File: src/rtl/udp_stream_arbiter.sv
// Packet-granular round-robin merge of NUM_IN AXI-Stream inputs onto one registered output.
// Define ARB_TIMEOUT_EN to force-close a granted packet whose source stalls for TIMEOUT_CYC cycles.
module udp_stream_arbiter #(
    parameter int NUM_IN      = 4,
    parameter int DATA_W      = 32,
    parameter int TIMEOUT_CYC = 255
) (
    input  logic                     clk,
    input  logic                     rst_n,
    input  logic [NUM_IN*DATA_W-1:0] s_axis_tdata,
    input  logic [NUM_IN-1:0]        s_axis_tvalid,
    output logic [NUM_IN-1:0]        s_axis_tready,
    input  logic [NUM_IN-1:0]        s_axis_tlast,
    input  logic [NUM_IN-1:0]        s_axis_tuser,
    output logic [DATA_W-1:0]        m_axis_tdata,
    output logic                     m_axis_tvalid,
    output logic                     m_axis_tlast,
    output logic                     m_axis_tuser,
    input  logic                     m_axis_tready,
    output logic [NUM_IN-1:0]        grant,
    output logic                     timeout_pulse
);

    localparam int PTR_W = (NUM_IN > 1) ? $clog2(NUM_IN) : 1;

    localparam logic [0:0] S_IDLE = 1'b0;
    localparam logic [0:0] S_XFER = 1'b1;

    function automatic logic [PTR_W-1:0] wrap_add(input logic [PTR_W-1:0] p, input int k);
        int s;
        s = int'(p) + k;
        if (s >= NUM_IN) s = s - NUM_IN;
        return PTR_W'(s);
    endfunction

    logic [0:0]        state_q, state_d;
    logic [PTR_W-1:0]  rr_ptr_q, rr_ptr_d;
    logic [PTR_W-1:0]  g_q, g_d;
    logic [NUM_IN-1:0] grant_q, grant_d;
    logic [DATA_W-1:0] m_data_q, m_data_d;
    logic              m_valid_q, m_valid_d;
    logic              m_last_q, m_last_d;
    logic              m_user_q, m_user_d;

    logic              load_en;
    logic              accept;
    logic              force_close;
    logic              sel_found;
    logic [PTR_W-1:0]  sel_idx;
    logic [DATA_W-1:0] g_data;
    logic              g_valid, g_last, g_user;

    assign g_data  = s_axis_tdata[g_q*DATA_W +: DATA_W];
    assign g_valid = s_axis_tvalid[g_q];
    assign g_last  = s_axis_tlast[g_q];
    assign g_user  = s_axis_tuser[g_q];

    assign load_en = !m_valid_q || m_axis_tready;
    assign accept  = (state_q == S_XFER) && g_valid && load_en;

    // First valid input strictly after the last-served one, wrapping around.
    always_comb begin
        sel_found = 1'b0;
        sel_idx   = rr_ptr_q;
        for (int k = 1; k <= NUM_IN; k++) begin
            if (!sel_found && s_axis_tvalid[wrap_add(rr_ptr_q, k)]) begin
                sel_found = 1'b1;
                sel_idx   = wrap_add(rr_ptr_q, k);
            end
        end
    end

    always_comb begin
        s_axis_tready = '0;
        if (state_q == S_XFER) s_axis_tready[g_q] = load_en;
    end

`ifdef ARB_TIMEOUT_EN
    logic [15:0] tmo_cnt_q, tmo_cnt_d;
    logic        tmo_pulse_q;
    logic        stall;

    assign stall       = (state_q == S_XFER) && !g_valid && load_en;
    assign force_close = stall && (tmo_cnt_q == 16'(TIMEOUT_CYC - 1));

    always_comb begin
        tmo_cnt_d = tmo_cnt_q;
        if ((state_q != S_XFER) || accept || force_close) tmo_cnt_d = '0;
        else if (stall)                                   tmo_cnt_d = tmo_cnt_q + 16'd1;
    end

    // Pulse is registered so it lines up with the forced beat on the output.
    always_ff @(posedge clk or negedge rst_n) begin
        if (!rst_n) begin
            tmo_cnt_q   <= '0;
            tmo_pulse_q <= 1'b0;
        end else begin
            tmo_cnt_q   <= tmo_cnt_d;
            tmo_pulse_q <= force_close;
        end
    end

    assign timeout_pulse = tmo_pulse_q;
`else
    assign force_close   = 1'b0;
    assign timeout_pulse = 1'b0;
`endif

    always_comb begin
        state_d   = state_q;
        rr_ptr_d  = rr_ptr_q;
        g_d       = g_q;
        grant_d   = grant_q;
        m_data_d  = m_data_q;
        m_valid_d = m_valid_q;
        m_last_d  = m_last_q;
        m_user_d  = m_user_q;

        if (load_en) begin
            m_valid_d = accept || force_close;
            if (accept) begin
                m_data_d = g_data;
                m_last_d = g_last;
                m_user_d = g_user;
            end else if (force_close) begin
                m_data_d = '0;
                m_last_d = 1'b1;
                m_user_d = 1'b1;
            end
        end

        case (state_q)
            S_IDLE: begin
                if (sel_found) begin
                    g_d     = sel_idx;
                    grant_d = NUM_IN'(1) << sel_idx;
                    state_d = S_XFER;
                end
            end
            default: begin
                if ((accept && g_last) || force_close) begin
                    rr_ptr_d = g_q;
                    grant_d  = '0;
                    state_d  = S_IDLE;
                end
            end
        endcase
    end

    // rr_ptr resets to the last input so input 0 wins the first arbitration.
    always_ff @(posedge clk or negedge rst_n) begin
        if (!rst_n) begin
            state_q   <= S_IDLE;
            rr_ptr_q  <= PTR_W'(NUM_IN - 1);
            g_q       <= '0;
            grant_q   <= '0;
            m_data_q  <= '0;
            m_valid_q <= 1'b0;
            m_last_q  <= 1'b0;
            m_user_q  <= 1'b0;
        end else begin
            state_q   <= state_d;
            rr_ptr_q  <= rr_ptr_d;
            g_q       <= g_d;
            grant_q   <= grant_d;
            m_data_q  <= m_data_d;
            m_valid_q <= m_valid_d;
            m_last_q  <= m_last_d;
            m_user_q  <= m_user_d;
        end
    end

    assign m_axis_tdata  = m_data_q;
    assign m_axis_tvalid = m_valid_q;
    assign m_axis_tlast  = m_last_q;
    assign m_axis_tuser  = m_user_q;
    assign grant         = grant_q;

endmodule

File: config.mk
export PLATFORM = sky130hd
export DESIGN_NAME = udp_stream_arbiter
export DESIGN_NICKNAME = d
export VERILOG_FILES = /design/src/rtl/udp_stream_arbiter.sv
export SDC_FILE = /design/constraint.sdc
export NUM_CORES = 1
export LEC_CHECK = 0
export CORE_AREA = 2 2 96 98
export DETAILED_ROUTE_END_ITERATION = 7
export DIE_AREA = 0 0 98 100
export DONT_BUFFER_PORTS = 1
export REMOVE_ABC_BUFFERS = 1
export SYNTH_ARGS = -nofsm -noshare
export SYNTH_HDL_FRONTEND = slang
export SYNTH_SLANG_ARGS = --single-unit
File: constraint.sdc
create_clock -name clk -period 5.26 [get_ports clk]
set_clock_uncertainty 0.1 [all_clocks]
set_input_delay 0 -clock clk [delete_from_list [all_inputs] [get_ports clk]]
set_output_delay 0 -clock clk [all_outputs]
set_load 0.01 [all_outputs]
==> results of run 1 <==
[final cells by class]
| type | instances | area [µm²] |
|---|---|---|
| clock buffer | 7 | 96.34 |
| inverter | 1 | 3.754 |
| multi-input combinational | 110 | 1550 |
| timing repair buffer | 72 | 735.7 |
| fill | 805 | 5229 |
| clock inverter | 1 | 30.03 |
| sequential | 44 | 1106 |
| tap | 111 | 138.9 |
[worst paths after layout]
| kind | endpoint | start | cells after the start |
|---|---|---|---|
| max in group asynchronous | rr_ptr_q[0] | rst_n | 2 |
| worst max register to register | m_axis_tdata[7] | g_q[0] | 4 |
| worst max-delay path | m_axis_tdata[7] | g_q[0] | 4 |
| worst min-delay path | m_axis_tvalid | s_axis_tvalid[0] | 3 |
| worst min register to register | rr_ptr_q[1] | rr_ptr_q[1] | 2 |
| min in group asynchronous | m_axis_tdata[18] | rst_n | 2 |
[placed cells by master, fill, tap and decap left out, drive strengths merged]
cell type	n
nand2	8
nor2	4
conb	1
nand3b	1
or4	1
a32o	4
o21ai	2
bufinv	1
mux4	35
inv	1
dfrtp	42
clkbuf	7
o21a	1
nor2b	1
nor3b	1
mux2i	1
a21o	1
nand2b	4
a31oi	1
mux2	34
nand3	2
a21oi	2
buf	2
nand4	1
or3	1
nor3	4
dlygate4sd3	70
dfstp	2
[cell families (layout without fill, tap and decap cells)]
| family | after synthesis | after routing | share of synthesized area [%] |
|---|---|---|---|
| buffers and inverters | 16 | 81 | 5.312 |
| AO/OA/AOI/OAI | 11 | 11 | 2.902 |
| other | 1 | 1 | 0.1338 |
| flip-flops | 44 | 44 | 39.38 |
| AND/OR/NAND/NOR | 28 | 28 | 5.715 |
| multiplexers | 70 | 70 | 46.56 |
[layer usage]
| layer | global-route usage, % | wire, µm | up-vias |
|---|---|---|---|
| met2 | 26.03 | 3745 | 99 |
| li1 | - | - | 799 |
| met5 | 0 | 0 | - |
| met4 | 4.594 | 121 | 0 |
| met1 | 15.57 | 2524 | 915 |
| met3 | 4.596 | 564 | 11 |
[through the flow]
step	setup slack [ns]	cells
2_1_floorplan	2.143	155
3_3_place_gp	2.521	267
3_5_place_dp	2.435	267
4_1_cts	2.278	346
5_1_grt	2.148	346
6_report	2.351	346
[report_power, final]
group	internal (mW)	total [mW]	switching, mW
clock network	0.168	0.289	0.121
registers	0.519	0.823	0.305
logic	0.785	1.12	0.332
[critical path, cell delays in order, from the launching register on]
cell,delay (ns)
sky130_fd_sc_hd__dfrtp_2,0.80
sky130_fd_sc_hd__buf_4,0.45
sky130_fd_sc_hd__mux4_1,0.59
sky130_fd_sc_hd__dlygate4sd3_1,0.58
sky130_fd_sc_hd__mux2_4,0.27
[synth_stat cells, drive strengths merged]
cell type  number
clkbuf          4
a21o            1
dfstp           2
nand4           1
or3             1
nand2b          4
mux4           35
nand3b          1
conb            1
a32o            4
nand2           8
inv             1
mux2i           1
o21ai           2
dfrtp          42
buf            11
nor2b           1
nor2            4
nor3b           1
o21a            1
a31oi           1
a21oi           2
or4             1
nand3           2
nor3            4
mux2           34
[timing repair]
| action | in CTS | in global routing |
|---|---|---|
| hold buffers | 71 | 0 |
| hold endpoints to repair | 79 | 0 |
| buffers inserted | 0 | 0 |
[state kept, by name (all words and copies together) (netlist names)]
name	cells
g_q	2
m_axis_tlast	1
state_q	1
rr_ptr_q	2
m_axis_tuser	1
grant	4
m_axis_tvalid	1
m_axis_tdata	32
==> summary.log, run 1 <==
qor: power_and_ir_drop.irDropWorstVdd 0.3500 mV
qor: sta.setup_tns 0 ns
qor: synthesis.seq_area_frac_synth 39.37%
qor: layout.areaGrowthSynthToFinish 30.62%
qor: synthesis.synth_area_leader_cell sky130_fd_sc_hd__dfrtp_1
qor: floorplan.full_die_area 9800 µm²
qor: sta.setup-violations-final 0
qor: synthesis.ys_warn_count 0
qor: clock_tree.tritoncts_num_sinks 44
qor: sta.timing.final.hold_violations 0
qor: route.post_drt_wl_per_cell 20.10 µm
qor: floorplan.initial_utilization 31.53%
qor: layout.n_antenna_cell 0
qor: synthesis.synth.area.top_cells sky130_fd_sc_hd__dfrtp_1 38%, sky130_fd_sc_hd__mux4_2 25%, sky130_fd_sc_hd__mux2_4 16%
qor: floorplan.core_area 8890 µm²
qor: floorplan.count_of_boundary_i_o_pins 187
qor: worst_setup_path.worst_ep_required_time 5.34 ns
qor: power_and_ir_drop.static-leakage-power 1.515 nW
qor: route.ant_nets 0
qor: clock_tree.ctsHtreeMaxLevel 2
qor: placed_design.place.detailed.hpwl 4.699 mm
qor: layout.finish.utilization 41.18%
qor: worst_setup_path.endpoint_kind flip-flop
qor: outcome.outcome finished clean
qor: sta.finalMaxSlewViolations 0
qor: route.remaining_drc_errors 0
qor: power_and_ir_drop.post_layout_total_power 2.229 mW
qor: worst_setup_path.reg2reg_slack 2.35 ns
qor: route.finalWirelength 6.955 mm
qor: job.timing.max_cap.violations 0
qor: placed_design.post_dp_cell_area 2806 µm²
qor: placed_design.io_buffers 0
qor: floorplan.dieWidth 98 µm
qor: sta.fin_crit_sh 55.30%
qor: synthesis.yosys_register_bits 44
qor: sta.timing.slew.headroom 40.39%
qor: sta.setup_repair_after_global_routing_missed_its_margin false
qor: synthesis.syn_area_per_cell 16.49 µm²
qor: clock_tree.ctsRootBufferMaster sky130_fd_sc_hd__clkbuf_8
qor: clock_tree.clockBufferDepth 2
qor: global_route.initial_antenna_violation_count 0
qor: synthesis.ys_types 35
qor: layout.layout.cell_area.non_filler 3661 µm²
qor: clock_tree.tritoncts_clock_tree yes
qor: sta.worst_hold_slack 0.02073 ns
qor: clock_tree.cts_made_buffers 5
qor: sta.max_freq 0.3438 GHz
qor: sta.actual_slew_at_the_worst_max_slew_pin 0.8942 ns
qor: route.drt-pass1-iter-count 4
qor: floorplan.die_h 100 µm
qor: global_route.via_count_of_the_first_global_routing_pass 2053
qor: worst_setup_path.crit_path_max_fanout 21
qor: layout.drive_gt1_share 34.04%
qor: global_route.grt_overflow 0
qor: worst_setup_path.worst_ep_arrival_time 2.99 ns
qor: synthesis.synth.cell_area 2803 µm²
qor: route.detail_route.iter0.violations 30
qor: layout.finalNetCount 377
qor: sta.period_needed 2.909 ns
qor: power_and_ir_drop.power_density 608.9 nW/µm²
qor: worst_setup_path.crit_path_start_kind flip-flop
qor: worst_setup_path.worst-setup-path-type flip-flop to flip-flop
qor: worst_hold_path.timing.hold.worst.class primary input to flip-flop
qor: synthesis.synth.top_cell.area_share 37.50%
qor: route.post_drt_via_cell_ratio 5.272
qor: clock_tree.clkTransAtPathRegs 0.09 ns
qor: floorplan.row_count 35
qor: synthesis.syn_inst 170
qor: placed_design.globalplace.congestion 0.6958
qor: route.via_count 1824
qor: global_route.groute.usage.overall 14.20%
qor: global_route.grt_start_max_net_pins 45
qor: global_route.global_route_wire_length_before_repair 10.92 mm
qor: clock_tree.clock_insertion_delay_worst_skew 0.30 ns
qor: clock_tree.post_cts.resized_instances 0
Power figures use the tool's default switching activity.
==> run 2, diff against run 1 <==
- clock period: 5.26 -> 3 ns (I/O delays scaled with it)
==> summary.log, run 2 (synthesis results as in run 1) <==
qor: route.post_drt_wl_per_cell 20.36 µm
qor: worst_setup_path.worst-setup-path-type flip-flop to flip-flop
qor: sta.period_needed 2.764 ns
qor: clock_tree.clkTransAtPathRegs 0.09 ns
qor: route.drt-pass1-iter-count 6
qor: floorplan.die_h 100 µm
qor: layout.layout.cells.most_common_list 70 x sky130_fd_sc_hd__dlygate4sd3_1, 40 x sky130_fd_sc_hd__dfrtp_1, 31 x sky130_fd_sc_hd__mux4_2, 29 x sky130_fd_sc_hd__mux2_4, 8 x sky130_fd_sc_hd__nand2_1
qor: floorplan.dieWidth 98 µm
qor: layout.final.fill_count 794
qor: power_and_ir_drop.power_density 1042 nW/µm²
qor: layout.layout.cell_area.non_filler 3640 µm²
qor: layout.flip_flop_count_of_the_largest_register_all_copies_and_words_added 32
qor: route.finalWirelength 7.066 mm
qor: worst_setup_path.worst_path_dominant_cell_family buffers and inverters
qor: global_route.initial_antenna_violation_count 0
qor: sta.finalMaxSlewViolations 0
qor: layout.final_common_cell sky130_fd_sc_hd__dlygate4sd3_1
qor: worst_setup_path.worst_ep_arrival_time 2.83 ns
qor: global_route.grt_start_max_net_pins 45
qor: layout.finalNetCount 379
qor: power_and_ir_drop.irDropWorstVdd 0.4219 mV
qor: power_and_ir_drop.clock_power_share 9.5%
qor: sta.actual_slew_at_the_worst_max_slew_pin 0.5644 ns
qor: layout.areaGrowthSynthToFinish 29.87%
qor: clock_tree.post_cts.resized_instances 0
qor: job.timing.max_cap.violations 0
qor: power_and_ir_drop.seqPwrFrac 34.7%
qor: route.detail_route.wirelength.met1 2.403 mm
qor: worst_setup_path.cp_slowest_stage_delay 0.63 ns
qor: power_and_ir_drop.switching_share 35.01%
qor: sta.setup_repair_after_global_routing_missed_its_margin false
qor: worst_setup_path.crit_path_max_fanout 32
qor: clock_tree.ctsRootBufferMaster sky130_fd_sc_hd__clkbuf_8
qor: route.detail_route.iter0.violations 58
qor: clock_tree.tritoncts_num_sinks 44
qor: layout.finish.cell_count_without_fillers 347
qor: route.remaining_drc_errors 0
qor: placed_design.place.detailed.hpwl 4.643 mm
qor: worst_setup_path.crit_chain buf_4 > mux4_1 > dlygate4sd3_1 > mux2_4
qor: power_and_ir_drop.intPower 2.464 mW
qor: placed_design.dp.cells 269
qor: route.max_layer_used met4
qor: power_and_ir_drop.total_switching_power 1.327 mW
qor: power_and_ir_drop.comb_power_share 55.9%
qor: worst_setup_path.worst_ep_required_time 3.07 ns
qor: global_route.groute.usage.overall 14.41%
qor: route.wl_met2 3.977 mm
qor: floorplan.row_count 35
qor: layout.finish.utilization 40.94%
qor: route.via_count 1862
qor: placed_design.io_buffers 0
qor: floorplan.count_of_boundary_i_o_pins 187
qor: sta.max_freq 0.3619 GHz
qor: layout.n_antenna_cell 0
qor: global_route.global_route_wire_length_before_repair 10.98 mm
qor: route.metal3_wl 625 µm
qor: power_and_ir_drop.static-leakage-power 1.506 nW
qor: floorplan.initial_utilization 31.53%
qor: layout.drive_gt1_share 33.90%
qor: global_route.via_count_of_the_first_global_routing_pass 2055
qor: sta.timing.slew.headroom 62.37%
qor: sta.timing.final.hold_violations 0
qor: sta.setup-violations-final 0
qor: floorplan.core_area 8890 µm²
qor: sta.fin_crit_sh 92.12%
qor: placed_design.globalplace.congestion 0.7526
qor: worst_setup_path.crit_path_start_kind flip-flop
qor: worst_hold_path.timing.hold.worst.class primary input to flip-flop
qor: floorplan.full_die_area 9800 µm²
qor: clock_tree.ctsHtreeMaxLevel 2
qor: route.ant_nets 0
qor: clock_tree.cts_made_buffers 5
qor: worst_setup_path.critical_path.n_buffers_inverters 2
qor: clock_tree.clock_insertion_delay_worst_skew 0.29 ns
qor: worst_setup_path.endpoint_kind flip-flop
qor: global_route.grt_overflow 0
qor: worst_setup_path.critical-path-slowest-cell sky130_fd_sc_hd__mux4_1
qor: route.post_drt_via_cell_ratio 5.366
qor: outcome.outcome finished clean
qor: clock_tree.clockBufferDepth 2
qor: clock_tree.tritoncts_clock_tree yes
qor: placed_design.post_dp_cell_area 2834 µm²
## run 2: what timing repair did
action,in CTS,in global routing
hold buffers,71,0
setup buffers,0,0
endpoints found under the hold margin,79,0
## run 2: layout make-up
type                    instances  area [µm²]  share of cell area (%)
repair buffers                 74       763.2                   20.97
multi-input cells             110        1550                   42.59
inverters                       1       3.754                  0.1031
clock inverters                 1       5.005                  0.1375
clock buffers                   6       72.57                   1.994
flip-flops and latches         44        1106                   30.39
well taps                     111       138.9                   3.816
## run 2: through the flow
step	total power [mW]	hold slack [ns]	TNS [ns]	setup slack [ns]
after floorplan	2.727	-0.3956	-3.798	-0.1170
final	3.792	0.03161	0	0.2365
after global placement	3.046	-0.3946	0	0.8399
after global routing	4.055	0.03112	0	0.09361
after CTS	3.843	0.01323	0	0.2266
after detailed placement	3.080	-0.3946	0	0.7820
## run 2: power by group through the flow
| stage | combinational (mW) | clock (mW) | sequential (mW) |
|---|---|---|---|
| floorplan | 1.37 | 0 | 1.36 |
| global placement | 1.72 | 0 | 1.33 |
| detailed placement | 1.75 | 0 | 1.33 |
| CTS | 2.14 | 0.385 | 1.32 |
| global route | 2.29 | 0.408 | 1.35 |
| finish | 2.12 | 0.359 | 1.31 |
## run 2: worst reg2reg max path, cell delays in order (launching register included)
cell,delay [ns]
sky130_fd_sc_hd__dfrtp_2,0.50
sky130_fd_sc_hd__buf_4,0.51
sky130_fd_sc_hd__mux4_1,0.67
sky130_fd_sc_hd__dlygate4sd3_1,0.58
sky130_fd_sc_hd__mux2_4,0.28
## run 2: metal layers
metal,up-vias,track usage (%)
met5,-,0
li1,809,-
met4,0,3.526
met2,101,27.82
met3,6,5.223
met1,946,14.73
## run 2: final timing paths
| kind | start | endpoint | slack (ns) | depth (start not counted) |
|---|---|---|---|---|
| max in group asynchronous | rst_n | rr_ptr_q[1] | 2.40 | 2 |
| worst max register to register | g_q[0] | m_axis_tdata[7] | 0.24 | 4 |
| worst min-delay path | s_axis_tvalid[1] | g_q[1] | 0.03 | 4 |
| worst min register to register | rr_ptr_q[1] | rr_ptr_q[1] | 0.46 | 2 |
| worst max-delay path | g_q[0] | m_axis_tdata[7] | 0.24 | 4 |
| min in group asynchronous | rst_n | m_axis_tdata[12] | 0.11 | 2 |
==> run 3, diff against run 2 <==
==> constraint.sdc (replaced) <==
create_clock -name clk -period 3 [get_ports clk]
set_clock_uncertainty 0.1 [all_clocks]
set_input_delay 0.45 -clock clk [delete_from_list [all_inputs] [get_ports clk]]
set_output_delay 0.45 -clock clk [all_outputs]
set_load 0.01 [all_outputs]
==> summary.log, run 3 (synthesis results as in run 1) <==
qor: layout.areaGrowthSynthToFinish 5.759%
qor: sta.period_needed 2.280 ns
qor: power_and_ir_drop.irDropWorstVdd 0.4740 mV
qor: placed_design.globalplace.congestion 0.7133
qor: floorplan.full_die_area 9800 µm²
qor: power_and_ir_drop.static-leakage-power 1.231 nW
qor: layout.finish.cell_count_without_fillers 279
qor: worst_hold_path.timing.hold.worst.class primary input to flip-flop
qor: layout.finish.utilization 33.34%
qor: sta.timing.slew.headroom 62.29%
qor: route.drt-pass1-iter-count 4
qor: layout.drive_gt1_share 48.81%
qor: sta.setup-violations-final 0
qor: worst_setup_path.r2r_cells 3
qor: clock_tree.cts_post_setup_buffers_inserted 0
qor: clock_tree.clkTransAtPathRegs 0.08 ns
qor: sta.setup_repair_after_global_routing_missed_its_margin false
qor: clock_tree.ctsHtreeMaxLevel 2
qor: power_and_ir_drop.comb_power_share 50.5%
qor: worst_setup_path.worst_ep_arrival_time 1.73 ns
qor: worst_setup_path.worst_r2r_startpoint g_q[0]
qor: global_route.groute.usage.overall 12.22%
qor: placed_design.post-place-ws 0.8062 ns
qor: route.post_drt_via_cell_ratio 5.649
qor: worst_hold_path.hold_path_startpoint s_axis_tvalid[2]
qor: worst_setup_path.crit_path_start_kind flip-flop
qor: clock_tree.cts_made_buffers 5
qor: global_route.grt_overflow 0
qor: sta.fin_crit_sh 76.00%
qor: route.post_drt_wl_per_cell 22.11 µm
qor: layout.flip_flop_count_of_the_largest_register_all_copies_and_words_added 32
qor: power_and_ir_drop.total_switching_power 1.260 mW
qor: power_and_ir_drop.seqPwrFrac 38.3%
qor: route.remaining_drc_errors 0
qor: worst_setup_path.worst_ep_required_time 2.45 ns
qor: route.ant_nets 0
qor: clock_tree.tritoncts_num_sinks 44
qor: clock_tree.clock_insertion_delay_worst_skew 0.29 ns
qor: worst_hold_path.holdPathEnd state_q
qor: sta.timing.final.hold_violations 0
qor: worst_setup_path.worst-setup-path-type flip-flop to primary output
qor: worst_setup_path.endpoint_kind primary output
qor: floorplan.die_h 100 µm
qor: power_and_ir_drop.power_density 1157 nW/µm²
qor: floorplan.initial_utilization 31.53%
qor: global_route.global_route_wire_length_before_repair 9.342 mm
qor: layout.final_common_cell sky130_fd_sc_hd__dfrtp_1
qor: layout.n_antenna_cell 0
qor: clock_tree.clockBufferDepth 2
qor: floorplan.count_of_boundary_i_o_pins 187
qor: sta.worst_slack 0.7200 ns
qor: worst_setup_path.reg2reg_to m_axis_tdata[7]
qor: worst_setup_path.crit_path_max_fanout 32
qor: clock_tree.ctsRootBufferMaster sky130_fd_sc_hd__clkbuf_8
qor: power_and_ir_drop.clock_power_share 11.2%
qor: global_route.initial_antenna_violation_count 0
qor: layout.layout.cells.most_common_list 40 x sky130_fd_sc_hd__dfrtp_1, 31 x sky130_fd_sc_hd__mux4_2, 29 x sky130_fd_sc_hd__mux2_4, 8 x sky130_fd_sc_hd__nand2_1, 6 x sky130_fd_sc_hd__clkbuf_8
qor: job.timing.max_cap.violations 0
qor: route.via_count 1576
qor: power_and_ir_drop.intPower 2.170 mW
qor: layout.finalNetCount 310
qor: floorplan.dieWidth 98 µm
qor: outcome.outcome finished clean
qor: sta.finalMaxSlewViolations 0
qor: route.detail_route.iter0.violations 27
qor: floorplan.core_area 8890 µm²
qor: placed_design.dp.cells 269
qor: sta.actual_slew_at_the_worst_max_slew_pin 0.5656 ns
qor: route.finalWirelength 6.168 mm
qor: global_route.grt_start_max_net_pins 45
qor: global_route.via_count_of_the_first_global_routing_pass 1686
qor: sta.max_freq 0.4386 GHz
qor: worst_hold_path.worstHoldPathCells 2
qor: floorplan.row_count 35
qor: power_and_ir_drop.switching_share 36.74%
qor: clock_tree.tritoncts_clock_tree yes
qor: placed_design.place.detailed.hpwl 4.670 mm
qor: worst_setup_path.reg2reg_slack 0.84 ns
qor: placed_design.io_buffers 0
[run 3: cell types whose count changed in the layout (fill, tap and decap cells not counted), sizes merged]
cell         change
clkinv           +1
dlygate4sd3     -69
[run 3: worst max-delay path by stage]
| stage | slack (ns) | endpoint | cells past startpoint | start |
|---|---|---|---|---|
| 6_report | 0.72 | s_axis_tready[3] | 3 | g_q[0] |
| 5_1_grt | 0.51 | s_axis_tready[1] | 3 | g_q[0] |
| 4_1_cts | 0.64 | s_axis_tready[3] | 3 | g_q[0] |
| 3_5_place_dp | 0.81 | m_axis_tdata[7] | 3 | g_q[0] |
| 3_3_place_gp | 0.83 | m_axis_tdata[7] | 3 | g_q[0] |
| 2_1_floorplan | -0.12 | m_axis_tdata[0] | 3 | g_q[0] |
[run 3: what timing repair did]
item | 4_1_cts | 5_1_grt
gates resized for setup | 0 | 0
hold buffers | 2 | 0
endpoints found under the setup margin | 0 | 0
endpoints found under the hold margin | 44 | 0
[run 3: cell type report]
cell class | count | area (µm²)
Sequential cell | 44 | 1106
Clock inverter | 2 | 10.01
Inverter | 1 | 3.754
Multi-Input combinational cell | 110 | 1550
Clock buffer | 6 | 82.58
Fill cell | 843 | 5926
Timing Repair Buffer | 5 | 72.57
Tap cell | 111 | 138.9
[run 3: critical path: stages (launching register included)]
cell and delay, ns:
sky130_fd_sc_hd__dfrtp_2 0.50, sky130_fd_sc_hd__buf_4 0.51, sky130_fd_sc_hd__nand3_1 0.18, sky130_fd_sc_hd__nor2_1 0.22
[run 3: through the flow]
step                power, mW  area, µm²  setup TNS [ns]  hold slack [ns]
global route            3.672       2964               0           0.3155
finish                  3.430       2964               0           0.3113
detailed placement      3.077       2834               0          0.05547
CTS                     3.501       2964               0           0.2999
floorplan               2.727       2658          -3.798          0.05441
global placement        3.050       2834               0          0.05530
[run 3: per-layer routing]
| metal | track usage, % | up-vias | part of all wire (%) |
|---|---|---|---|
| met5 | 0 | - | 0 |
| met4 | 2.671 | 0 | 0.44 |
| met3 | 4.039 | 2 | 8.0 |
| met2 | 22.13 | 91 | 54 |
| met1 | 14.14 | 811 | 37 |
| li1 | - | 672 | - |
[run 3: power by group through the flow]
stage               combinational, mW  sequential, mW  clock, mW
detailed placement               1.74            1.34          0
CTS                              1.77            1.32      0.406
global route                     1.89            1.35      0.431
finish                           1.73            1.31      0.386
floorplan                        1.37            1.36          0
global placement                 1.72            1.33          0
